**config.mk**
```make
export PLATFORM = sky130hd
export DESIGN_NAME = dcache_snoop_responder
export DESIGN_NICKNAME = d
export VERILOG_FILES = /design/src/rtl/cpu_types_pkg.sv /design/src/rtl/snoop_tag_match.sv /design/src/rtl/dcache_snoop_responder.sv
export SDC_FILE = /design/constraint.sdc
export NUM_CORES = 1
export LEC_CHECK = 0
export ABC_AREA = 1
export CAP_MARGIN = 15
export CORE_AREA = 2 2 114 116
export DETAILED_ROUTE_END_ITERATION = 7
export DIE_AREA = 0 0 116 118
export PLACE_DENSITY_LB_ADDON = 0.3
export SLEW_MARGIN = 30
export SYNTH_ARGS = -nofsm -noshare
export SYNTH_HDL_FRONTEND = slang
export SYNTH_SLANG_ARGS = --single-unit
```
**constraint.sdc**
```tcl
create_clock -name CLK -period 1.65 [get_ports CLK]
set_input_delay 0.165 -clock CLK [delete_from_list [all_inputs] [get_ports CLK]]
set_output_delay 0.165 -clock CLK [all_outputs]
set_load 0.05 [all_outputs]
```
**src/rtl/cpu_types_pkg.sv**
```systemverilog
// Shared dcache types: cache geometry, snoop responder states and address fields.
package cpu_types_pkg;

   localparam int SETS  = 8;
   localparam int WAYS  = 2;
   localparam int IDX_W = $clog2(SETS);
   localparam int TAG_W = 32 - IDX_W - 3;

   typedef enum logic [1:0] {IDLE, LOOKUP, SEND0, SEND1} snoop_state_t;

   typedef struct packed {
      logic [TAG_W-1:0] tag;
      logic [IDX_W-1:0] idx;
      logic             word;
      logic [1:0]       byte_off;
   } dcache_addr_t;

endpackage

```
**src/rtl/snoop_tag_match.sv**
```systemverilog
// Combinational two-way tag compare for the snooped address; lowest way wins on a double hit.
module snoop_tag_match
   import cpu_types_pkg::*;
(
   input  logic [TAG_W-1:0]      tag,
   input  logic [WAYS*TAG_W-1:0] way_tag,
   input  logic [WAYS-1:0]       way_valid,
   input  logic [WAYS-1:0]       way_dirty,
   output logic                  hit,
   output logic                  hit_way,
   output logic                  hit_dirty
);

   logic [WAYS-1:0] way_hit;

   always_comb begin
      for (int w = 0; w < WAYS; w++) begin
         way_hit[w] = way_valid[w] && (way_tag[w*TAG_W +: TAG_W] == tag);
      end
   end

   always_comb begin
      hit       = |way_hit;
      hit_way   = !way_hit[0] && way_hit[1];
      hit_dirty = hit && way_dirty[hit_way];
   end

endmodule

```
**src/rtl/dcache_snoop_responder.sv**
```systemverilog
// Answers coherence snoops for one dcache: flags dirty hits, streams the block
// out in two beats, then downgrades or invalidates the line.
module dcache_snoop_responder
   import cpu_types_pkg::*;
(
   input  logic                  CLK,
   input  logic                  RST,
   input  logic                  ccwait,
   input  logic                  ccinv,
   input  logic [31:0]           ccsnoopaddr,
   input  logic                  dwait,
   output logic                  ccwrite,
   output logic [31:0]           dstore,
   output logic                  snoop_active,
   input  logic [WAYS*TAG_W-1:0] way_tag,
   input  logic [WAYS-1:0]       way_valid,
   input  logic [WAYS-1:0]       way_dirty,
   input  logic [WAYS*64-1:0]    way_data,
   output logic                  st_we,
   output logic                  st_way,
   output logic [IDX_W-1:0]      st_idx,
   output logic                  st_valid,
   output logic                  st_dirty,
   input  logic                  link_valid,
   input  logic [31:0]           link_addr,
   output logic                  link_clear
);

   snoop_state_t     state;
   logic [IDX_W-1:0] lat_idx;
   logic             lat_way;
   logic             lat_dirty;
   logic             inv_pend;

   dcache_addr_t     snoop_addr;
   logic             hit, hit_way, hit_dirty;
   logic             idle_inv;
   logic [63:0]      blk;
   logic             unused_bits;

   assign snoop_addr  = dcache_addr_t'(ccsnoopaddr);
   assign unused_bits = ^{snoop_addr.word, snoop_addr.byte_off, link_addr[2:0]};

   snoop_tag_match u_match (
      .tag       (snoop_addr.tag),
      .way_tag   (way_tag),
      .way_valid (way_valid),
      .way_dirty (way_dirty),
      .hit       (hit),
      .hit_way   (hit_way),
      .hit_dirty (hit_dirty)
   );

   // The array port stays on ccsnoopaddr for the whole snoop, so the latched way selects the block.
   assign blk = lat_way ? way_data[127:64] : way_data[63:0];

   assign idle_inv = ccinv && hit && ((state == IDLE) || (state == LOOKUP && !lat_dirty));

   always_comb begin
      ccwrite      = 1'b0;
      dstore       = '0;
      st_we        = 1'b0;
      st_way       = 1'b0;
      st_idx       = '0;
      st_valid     = 1'b0;
      st_dirty     = 1'b0;
      snoop_active = (state != IDLE) || ccwait || ccinv;
      unique case (state)
         LOOKUP: ccwrite = lat_dirty;
         SEND0: begin
            ccwrite = 1'b1;
            dstore  = blk[31:0];
         end
         SEND1: begin
            ccwrite = 1'b1;
            dstore  = blk[63:32];
            if (!dwait) begin
               st_we    = 1'b1;
               st_way   = lat_way;
               st_idx   = lat_idx;
               st_valid = !(inv_pend || ccinv);
            end
         end
         default: ;
      endcase
      if (idle_inv) begin
         st_we    = 1'b1;
         st_way   = hit_way;
         st_idx   = snoop_addr.idx;
         st_valid = 1'b0;
      end
      // Reset suppresses every output so an aborted transfer never writes state.
      if (RST) begin
         ccwrite      = 1'b0;
         dstore       = '0;
         snoop_active = 1'b0;
         st_we        = 1'b0;
         st_way       = 1'b0;
         st_idx       = '0;
         st_valid     = 1'b0;
      end
   end

   assign link_clear = st_we && !st_valid && link_valid &&
                       (link_addr[31:3] == ccsnoopaddr[31:3]);

   always_ff @(posedge CLK) begin
      if (RST) begin
         state     <= IDLE;
         lat_idx   <= '0;
         lat_way   <= 1'b0;
         lat_dirty <= 1'b0;
         inv_pend  <= 1'b0;
      end else begin
         unique case (state)
            IDLE: begin
               if (ccwait) begin
                  state     <= LOOKUP;
                  lat_idx   <= snoop_addr.idx;
                  lat_way   <= hit_way;
                  lat_dirty <= hit_dirty;
                  inv_pend  <= 1'b0;
               end
            end
            LOOKUP: begin
               state    <= lat_dirty ? SEND0 : IDLE;
               inv_pend <= lat_dirty && ccinv;
            end
            SEND0: begin
               inv_pend <= inv_pend || ccinv;
               if (!dwait) state <= SEND1;
            end
            SEND1: begin
               if (!dwait) begin
                  state    <= IDLE;
                  inv_pend <= 1'b0;
               end else begin
                  inv_pend <= inv_pend || ccinv;
               end
            end
            default: state <= IDLE;
         endcase
      end
   end

endmodule

```
# After elaboration in Yosys (flattened, before gate mapping)

Cells that the tools add are included.

Add/sub/neg operators: 0
$mul: 0
Div/mod/pow operators: 0
$lt $le $gt $ge: 1
Equality and inequality tests: 9
Shifts and indexed selects: 0
Multiplexer cells: 32
Bitwise logic cells: 0
Reductions and logical operators: 25

Operators by type and width:

| cell                                                 | count |
|---|---|
| 2-to-1 mux 64 bit                                    | 1 |
| case mux 32 bit (2 select lines)                     | 1 |
| equality test 26 bit                                 | 2 |
| 2-to-1 mux 32 bit                                    | 1 |
| equality test 29 bit                                 | 1 |
| 2-to-1 mux 1 bit                                     | 18 |
| 2-to-1 mux 3 bit                                     | 4 |
| logical AND 1 bit                                    | 11 |
| 2-to-1 mux 2 bit                                     | 4 |
| case mux 2 bit (4 select lines)                      | 1 |
| inequality test 2 bit (second input constant)        | 3 |
| equality test 2 bit (second input constant)          | 2 |
| logical NOT 1 bit                                    | 4 |
| logical OR 1 bit                                     | 4 |
| case mux 1 bit (4 select lines)                      | 1 |
| OR reduction 2 bit                                   | 2 |
| AND reduction 3 bit                                  | 1 |
| equality test 2 x 1 -> 1 bit (second input constant) | 1 |
| logical NOT 2 bit                                    | 1 |
| < comparator 1 x 2 -> 1 bit (second input constant)  | 1 |
| case mux 1 bit (2 select lines)                      | 1 |
| AND reduction 2 bit                                  | 1 |
| nonzero test 2 bit                                   | 1 |

Register bits: 8
Latch bits: 0
RAM bits: 0
ROM bits: 0
Output and inout bits: 42
Word-level logic and storage cells: 72
Memories kept: 0

# Longest topological paths before layout

Gate-level depths: netlist of the first run.

Depth in word-level cells: 11
Mapped depth: 14

# Cells and area by module

A second synthesis of the first run with hierarchy kept.

Cell total of the unflattened synthesis: 653
Area, all modules: 3108.0 sq um

Modules (own cells, without submodules):

| module                 | times used | cells each | area an instance (sq um) | sequential area each (sq um) |
|---|---|---|---|---|
| dcache_snoop_responder | 1          | 404        | 2070.7                   | 160.2 |
| snoop_tag_match        | 1          | 249        | 1037.2                   | 0.0 |

# Worst setup path after synthesis of the first run

No wires, ideal clock.

Kind: register to output
Start point: reg lat_way
End point: out dstore[30]
Arrival: 2377 ps
Required time: 1485 ps
Setup slack: -892 ps
Stages on the path, launching flop included: 5
Path buffers: 2
Cells stage by stage: dfxtp_1 > buf_2 > buf_1 > a221oi_1 > nor4_1

Cells in the longest elaborated chain, start to end: 3

Ends and longest elaborated chain:

| item                             | RTL line                      | RTL |
|---|---|---|
| from (decl)                      | dcache_snoop_responder.sv:31  | `logic lat_way;` |
| from (signal assigned)           | dcache_snoop_responder.sv:120 | `lat_way <= hit_way;` |
| 2-to-1 mux 64 bit                | dcache_snoop_responder.sv:55  | `assign blk = lat_way ? way_data[127:64] : way_data[63:0];` |
| case mux 32 bit (2 select lines) | dcache_snoop_responder.sv:68  | `unique case (state)` |
| 2-to-1 mux 32 bit                | dcache_snoop_responder.sv:93  | `if (RST) begin` |
| to (decl)                        | dcache_snoop_responder.sv:13  | `output logic [31:0] dstore,` |

Every way passes these cells.

# Worst setup path after layout of the first run

Start point: reg state[0]
End point: out st_idx[2]

Cells in the longest elaborated chain, start to end: 6
Elaborated cells on any way between the ends: 9

Ends and longest elaborated chain:

| item                         | RTL line                      | RTL |
|---|---|---|
| from (decl)                  | dcache_snoop_responder.sv:29  | `snoop_state_t state;` |
| from (signal assigned)       | dcache_snoop_responder.sv:126 | `state <= lat_dirty ? SEND0 : IDLE;` |
| equality test 2 x 1 -> 1 bit | dcache_snoop_responder.sv:57  | `assign idle_inv = ccinv && hit && ((state == IDLE) \|\| (state == LOOKUP && !lat_dirty));` |
| logical AND 1 bit            | dcache_snoop_responder.sv:57  |  |
| logical OR 1 bit             | dcache_snoop_responder.sv:57  |  |
| logical AND 1 bit            | dcache_snoop_responder.sv:57  |  |
| 2-to-1 mux 3 bit *           | dcache_snoop_responder.sv:86  | `if (idle_inv) begin` |
| 2-to-1 mux 3 bit *           | dcache_snoop_responder.sv:93  |  |
| to (decl)                    | dcache_snoop_responder.sv:21  | `output logic [IDX_W-1:0] st_idx,` |

Mark *: on every way between the ends. The rest lies on a longest branch, timed or not.

==> results of run 1 <==
## worst min-delay path, stage by stage
cell	delay [ns]
dlymetal6s2s_1	0.13
inv_2	0.06
buf_4	0.10
a21oi_1	0.05
## power by group through the flow
| stage | clock network [mW] | logic, mW | registers (mW) |
|---|---|---|---|
| 6_report | 0.410 | 1.81 | 0.232 |
| 5_1_grt | 0.420 | 1.95 | 0.234 |
| 4_1_cts | 0.407 | 1.67 | 0.227 |
| 3_5_place_dp | 0 | 1.56 | 0.225 |
| 3_3_place_gp | 0 | 1.55 | 0.225 |
| 2_1_floorplan | 0 | 0.629 | 0.222 |
## stage by stage
stage	setup TNS [ns]	utilization	hold slack (ns)	worst slack, ns
global placement	-3.56	0.609	0.525	-0.535
finish	-2.23	0.685	0.334	-0.110
CTS	-2.03	0.652	0.463	-0.0721
global route	-4.32	0.685	0.363	-0.170
detailed placement	-3.72	0.609	0.530	-0.577
floorplan	-0.0398	-	0.313	-0.0352
## layer usage
metal	up-vias	GRT usage	wire, um
li1	3044	-	-
met1	2865	0.310	7560
met2	324	0.534	10900
met3	57	0.0515	1840
met4	2	0.0908	812
met5	-	0	13
## cells by family (layout without fill, tap and decap cells)
kind of cell,after synthesis,after routing,synth area share
and+or+nand+nor,450,450,0.528
buffers and inverters,144,492,0.162
AOI/OAI and AO/OA,127,127,0.198
xor gates and xnor gates,25,25,0.0644
DFF,8,8,0.0471
other,1,5,0.00110
## synth_stat cells, drive strengths merged
library cell,n,share of area
o2111ai,1,0.0026
nor4,1,0.0018
and2,1,0.0018
o22ai,2,0.0037
nor2,176,0.20
xnor2,19,0.049
o31ai,1,0.0022
inv,116,0.13
clkinv,4,0.0044
a21boi,1,0.0022
clkbuf,15,0.017
or2,2,0.0037
nand3b,1,0.0022
conb,1,0.0011
o211ai,1,0.0022
buf,9,0.013
nand3,15,0.022
a21oi,41,0.060
o221ai,3,0.0077
xor2,6,0.015
a22o,1,0.0026
nor3,8,0.013
o21ai,74,0.11
nand2,237,0.27
nand4,9,0.017
dfxtp,8,0.047
a221oi,2,0.0052
## repair_timing
item,4_1_cts,5_1_grt
cloned,3,0
pin swaps,129,85
resized for setup,471,176
setup buffers,27,3
setup endpoints to repair,41,40
## final timing paths
kind	start	endpoint	slack, ns	cells past startpoint
setup / recovery	state[0]	st_idx[2]	-0.11	9
hold / removal	ccsnoopaddr[3]	lat_idx[0]	0.33	4
setup reg to reg	flop	lat_dirty	0.21	6
hold reg to reg	inv_pend	inv_pend	0.55	4
## final cells by class
class,count,area [um^2],area share
repair buffers,369,3790,0.446
multi-input cells,603,3780,0.444
inverters,120,462,0.0543
well taps,172,215,0.0253
flip-flops and latches,8,171,0.0201
clock buffers,3,75.1,0.00882
diodes,4,10.0,0.00118
==> flow_summary.yaml, run 1 <==
pwr:
  pwr-share-comb: 0.738
  swShare: 0.410
  power_density_mw_per_mm2: 288
  total_leakage_power_nw: 3.91
  ir_drop_mv: 0.329
  p_total_mw: 2.45
  clkPwrFrac: 0.167
  power_frac_seq: 0.095
  p_int_mw: 1.45
  p_sw_mw: 1.00
worst_setup_path:
  start_kind: "flop"
  critical-path-slowest-cell: "dfxtp_4"
  path_buf_inv: 3
  cp.required_ns: 1.48
  worstSetupPathType: "flop to primary output"
  max_stage_delay_ns: 0.40
  cp.arrival_ns: 1.60
  path_cells: "nand2_4 -> buf_12 -> nor2_4 -> buf_6 -> nand2_1 -> nand2_2 -> nand2_1 -> nor2_2 -> buf_12"
  crit_family: "simple AND/OR/NAND/NOR gates"
  endpoint_kind: "primary output"
  critPathMaxFanout: 13
outcome:
  status: "finished, violations left"
  violations: "negative setup slack"
sta:
  hold_viol: 0
  fin_skew_ns: 0.00342
  grt_setup_unrepaired: "true"
  fmax_mhz: 568
  min_period_ns: 1.76
  drv_slew: 0
  setup-violations-final: 39
  post-route-period-util: 1.07
  worst_slack_ns: -0.110
layout:
  fill_cells: 1050
  final_common_cell: "nand2_1"
  fin_nets: 1359
  stdcell_area_mm2: 0.00851
  layout_common_cells: "163 x nand2_1, 143 x clkdlybuf4s50_1, 125 x nor2_1"
  final_cell_count_no_fill: 1279
  final_layout_size_suffix_gt1_frac: 0.420
  syn2layout_area_growth_pct: 150
clock_network:
  cts_tree: "built"
  clock_latency_ns: 0.23
  cts.path.max_buffers: 2
  numCtsBuffers: 3
  cts_sinks: 8
  clk_pin_slew_ns: 0.04
  root_buffer: "clkbuf_16"
  cts_hold_buf: 0
  ctsHtreeMaxLevel: 1
detailed_routing:
  route.detailed.drc: 0
  drt-total-wl_um: 21100
  dr_total_vias: 6292
  final_antenna_net_count: 0
  viasPerCell: 4.92
  wl_per_cell_um: 16.5
  first_iter_violations: 416
  drt_pre_antenna_iters: 5
place:
  dp_cells: 1239
  portBuffers: 288
  place.gp.congestion: 1.00
  hpwlAfterDp_um: 16100
  placed_area_mm2: 0.00756
floorplanning:
  die_h_um: 118
  die_area_mm2: 0.0137
  start_util: 0.274
  core_mm2: 0.0124
  num_io_pins: 296
  fp.dieW_um: 116
  rows: 41
flow_run:
  cap_violations: 0
global_route:
  grt_pass1_wl_um: 30400
  grt_max_degree: 34
  antenna_found_initial: 5
  overflow: 0
  first_global_vias: 5953
  grt_use_total: 0.282
yosys:
  ys_seq_area_frac: 0.0471
  synth_fp_nets: 1009
  yosysUniqueCellTypes: 35
  yosys_warnings: 0
  yosys_register_bits: 8
  synthesis.area_mm2: 0.00340
  syn_avg_cell_area_um2: 4.50
  synthCells: 755
worst_hold_path:
  hold_class: "input pin to flop"
No activity file was read; power rests on OpenSTA's default activity.
==> inputs of run 2 (changes only) <==
TNS_END_PERCENT = 30   (was unset)
==> flow_summary.yaml, run 2 (synthesis results as in run 1) <==
place:
  portBuffers: 288
  place.gp.congestion: 0.991
  hpwlAfterDp_um: 16800
flow_run:
  cap_violations: 0
worst_setup_path:
  crit_family: "buffers and inverters"
  worstRegToRegCells: 6
  max_stage_delay_ns: 0.37
  cp.required_ns: 1.48
  r2r_setup_slack_ns: 0.38
  crit_cells: 8
  cp.arrival_ns: 1.57
  worstSetupPathType: "flop to primary output"
  endpoint_kind: "primary output"
  crit_end: "dstore[31]"
  critical-path-slowest-cell: "dfxtp_4"
  path_buf_inv: 4
  r2r_end: "lat_way"
  path_cells: "inv_4 -> nor2_4 -> inv_4 -> buf_12 -> nor2_1 -> o21ai_0 -> a21oi_2 -> buf_12"
  critPathMaxFanout: 8
  start_kind: "flop"
detailed_routing:
  viasPerCell: 4.77
  top_layer: "met4"
  wl_met1_um: 8070
  final_antenna_net_count: 0
  wl_per_cell_um: 16.5
  drt_pre_antenna_iters: 6
  route.detailed.drc: 0
  dr_wl_met3_um: 1480
  first_iter_violations: 368
  drt-total-wl_um: 20900
  dr_total_vias: 6045
  wl_met2_um: 10800
sta:
  fmax_mhz: 575
  post-route-period-util: 1.05
  fin_skew_ns: 0.00150
  setup-violations-final: 32
  drv_slew: 0
  hold_viol: 0
  whs_ns: 0.301
  worst_slack_ns: -0.0895
  min_period_ns: 1.74
  tns_ns: -1.04
  grt_setup_unrepaired: "true"
floorplanning:
  num_io_pins: 296
  die_area_mm2: 0.0137
  rows: 41
  fp.dieW_um: 116
  start_util: 0.274
  die_h_um: 118
  core_mm2: 0.0124
global_route:
  antenna_found_initial: 2
  grt_pass1_wl_um: 29500
  grt_max_degree: 40
  grt_use_total: 0.273
  first_global_vias: 5661
  overflow: 0
pwr:
  total_leakage_power_nw: 3.87
  ir_drop_mv: 0.297
  power_density_mw_per_mm2: 294
outcome:
  status: "finished, violations left"
  violations: "negative setup slack"
layout:
  layout_common_cells: "166 x nand2_1, 144 x nor2_1, 141 x clkdlybuf4s50_1"
  final_common_cell: "nand2_1"
  final_layout_size_suffix_gt1_frac: 0.372
  fin_nets: 1349
  syn2layout_area_growth_pct: 140
clock_network:
  cts_sinks: 8
  clock_latency_ns: 0.23
  numCtsBuffers: 3
  cts.path.max_buffers: 2
  ctsHtreeMaxLevel: 1
  cts_tree: "built"
  root_buffer: "clkbuf_16"
  clk_pin_slew_ns: 0.04
worst_hold_path:
  hold_class: "input pin to flop"
## run 2: cell types whose count changed in the layout (fill, tap and decap cells not counted), moves of 6 or more
| cell | previous run | this run |
|---|---|---|
| o21ai_0 | 11 | 34 |
| a21oi_2 | 1 | 24 |
| a21oi_4 | 32 | 10 |
| nor2_1 | 125 | 144 |
| clkbuf_2 | 7 | 20 |
| nor2_2 | 37 | 20 |
| o21ai_2 | 41 | 12 |
| buf_2 | 36 | 25 |
| o21ai_1 | 22 | 28 |
| buf_4 | 78 | 60 |
## run 2: how the worst min path moves through the flow
stage,from,endpoint,slack [ns],cells past startpoint
finish,RST,lat_idx[1],0.30,4
global route,RST,lat_idx[1],0.34,4
CTS,RST,lat_idx[1],0.30,4
detailed placement,lat_idx[0],lat_idx[0],0.54,2
global placement,lat_idx[1],lat_idx[1],0.53,2
floorplan,ccsnoopaddr[5],lat_idx[2],0.31,2
## run 2: area by class of cell
class | count | area (um^2)
timing repair buffer | 359 | 3730
multi-input combinational | 603 | 3490
fill | 1167 | 4260
tap | 172 | 215
inverter | 120 | 469
antenna | 3 | 7.51
sequential | 8 | 171
clock buffer | 3 | 75.1
## run 2: power by group
group	internal, mW	total, mW	switching (mW)
clock network	0.312	0.407	0.0944
logic	0.912	1.76	0.849
registers	0.210	0.230	0.0198
## run 2: metal layers
metal	vias to the layer above	GRT usage
met3	34	0.0458
met1	2721	0.305
met2	277	0.519
met5	-	0
li1	3013	-
met4	0	0.0774
## run 2: metrics by stage
stage / instance area [um^2] / setup slack, ns / total power, mW / instances / util
2_1_floorplan: 3620 / -0.194 / 0.830 / 755 / -
3_3_place_gp: 7510 / -0.643 / 1.81 / 1249 / 0.605
3_5_place_dp: 7510 / -0.651 / 1.83 / 1249 / 0.605
4_1_cts: 7740 / -0.0919 / 2.25 / 1258 / 0.623
5_1_grt: 8150 / -0.186 / 2.54 / 1266 / 0.657
6_report: 8160 / -0.0895 / 2.40 / 1268 / 0.657
## run 2: timing repair
action | CTS | global route
pin swaps | 133 | 96
hold buffers | 0 | 0
gates cloned | 0 | 4
setup endpoints to repair | 41 | 39
buffers inserted | 7 | 4
gates resized for setup | 365 | 199
## run 2: worst min-delay path: stages
cell and delay, ns:
buf_2 0.12, inv_1 0.08, o21ai_0 0.08, a21oi_1 0.04
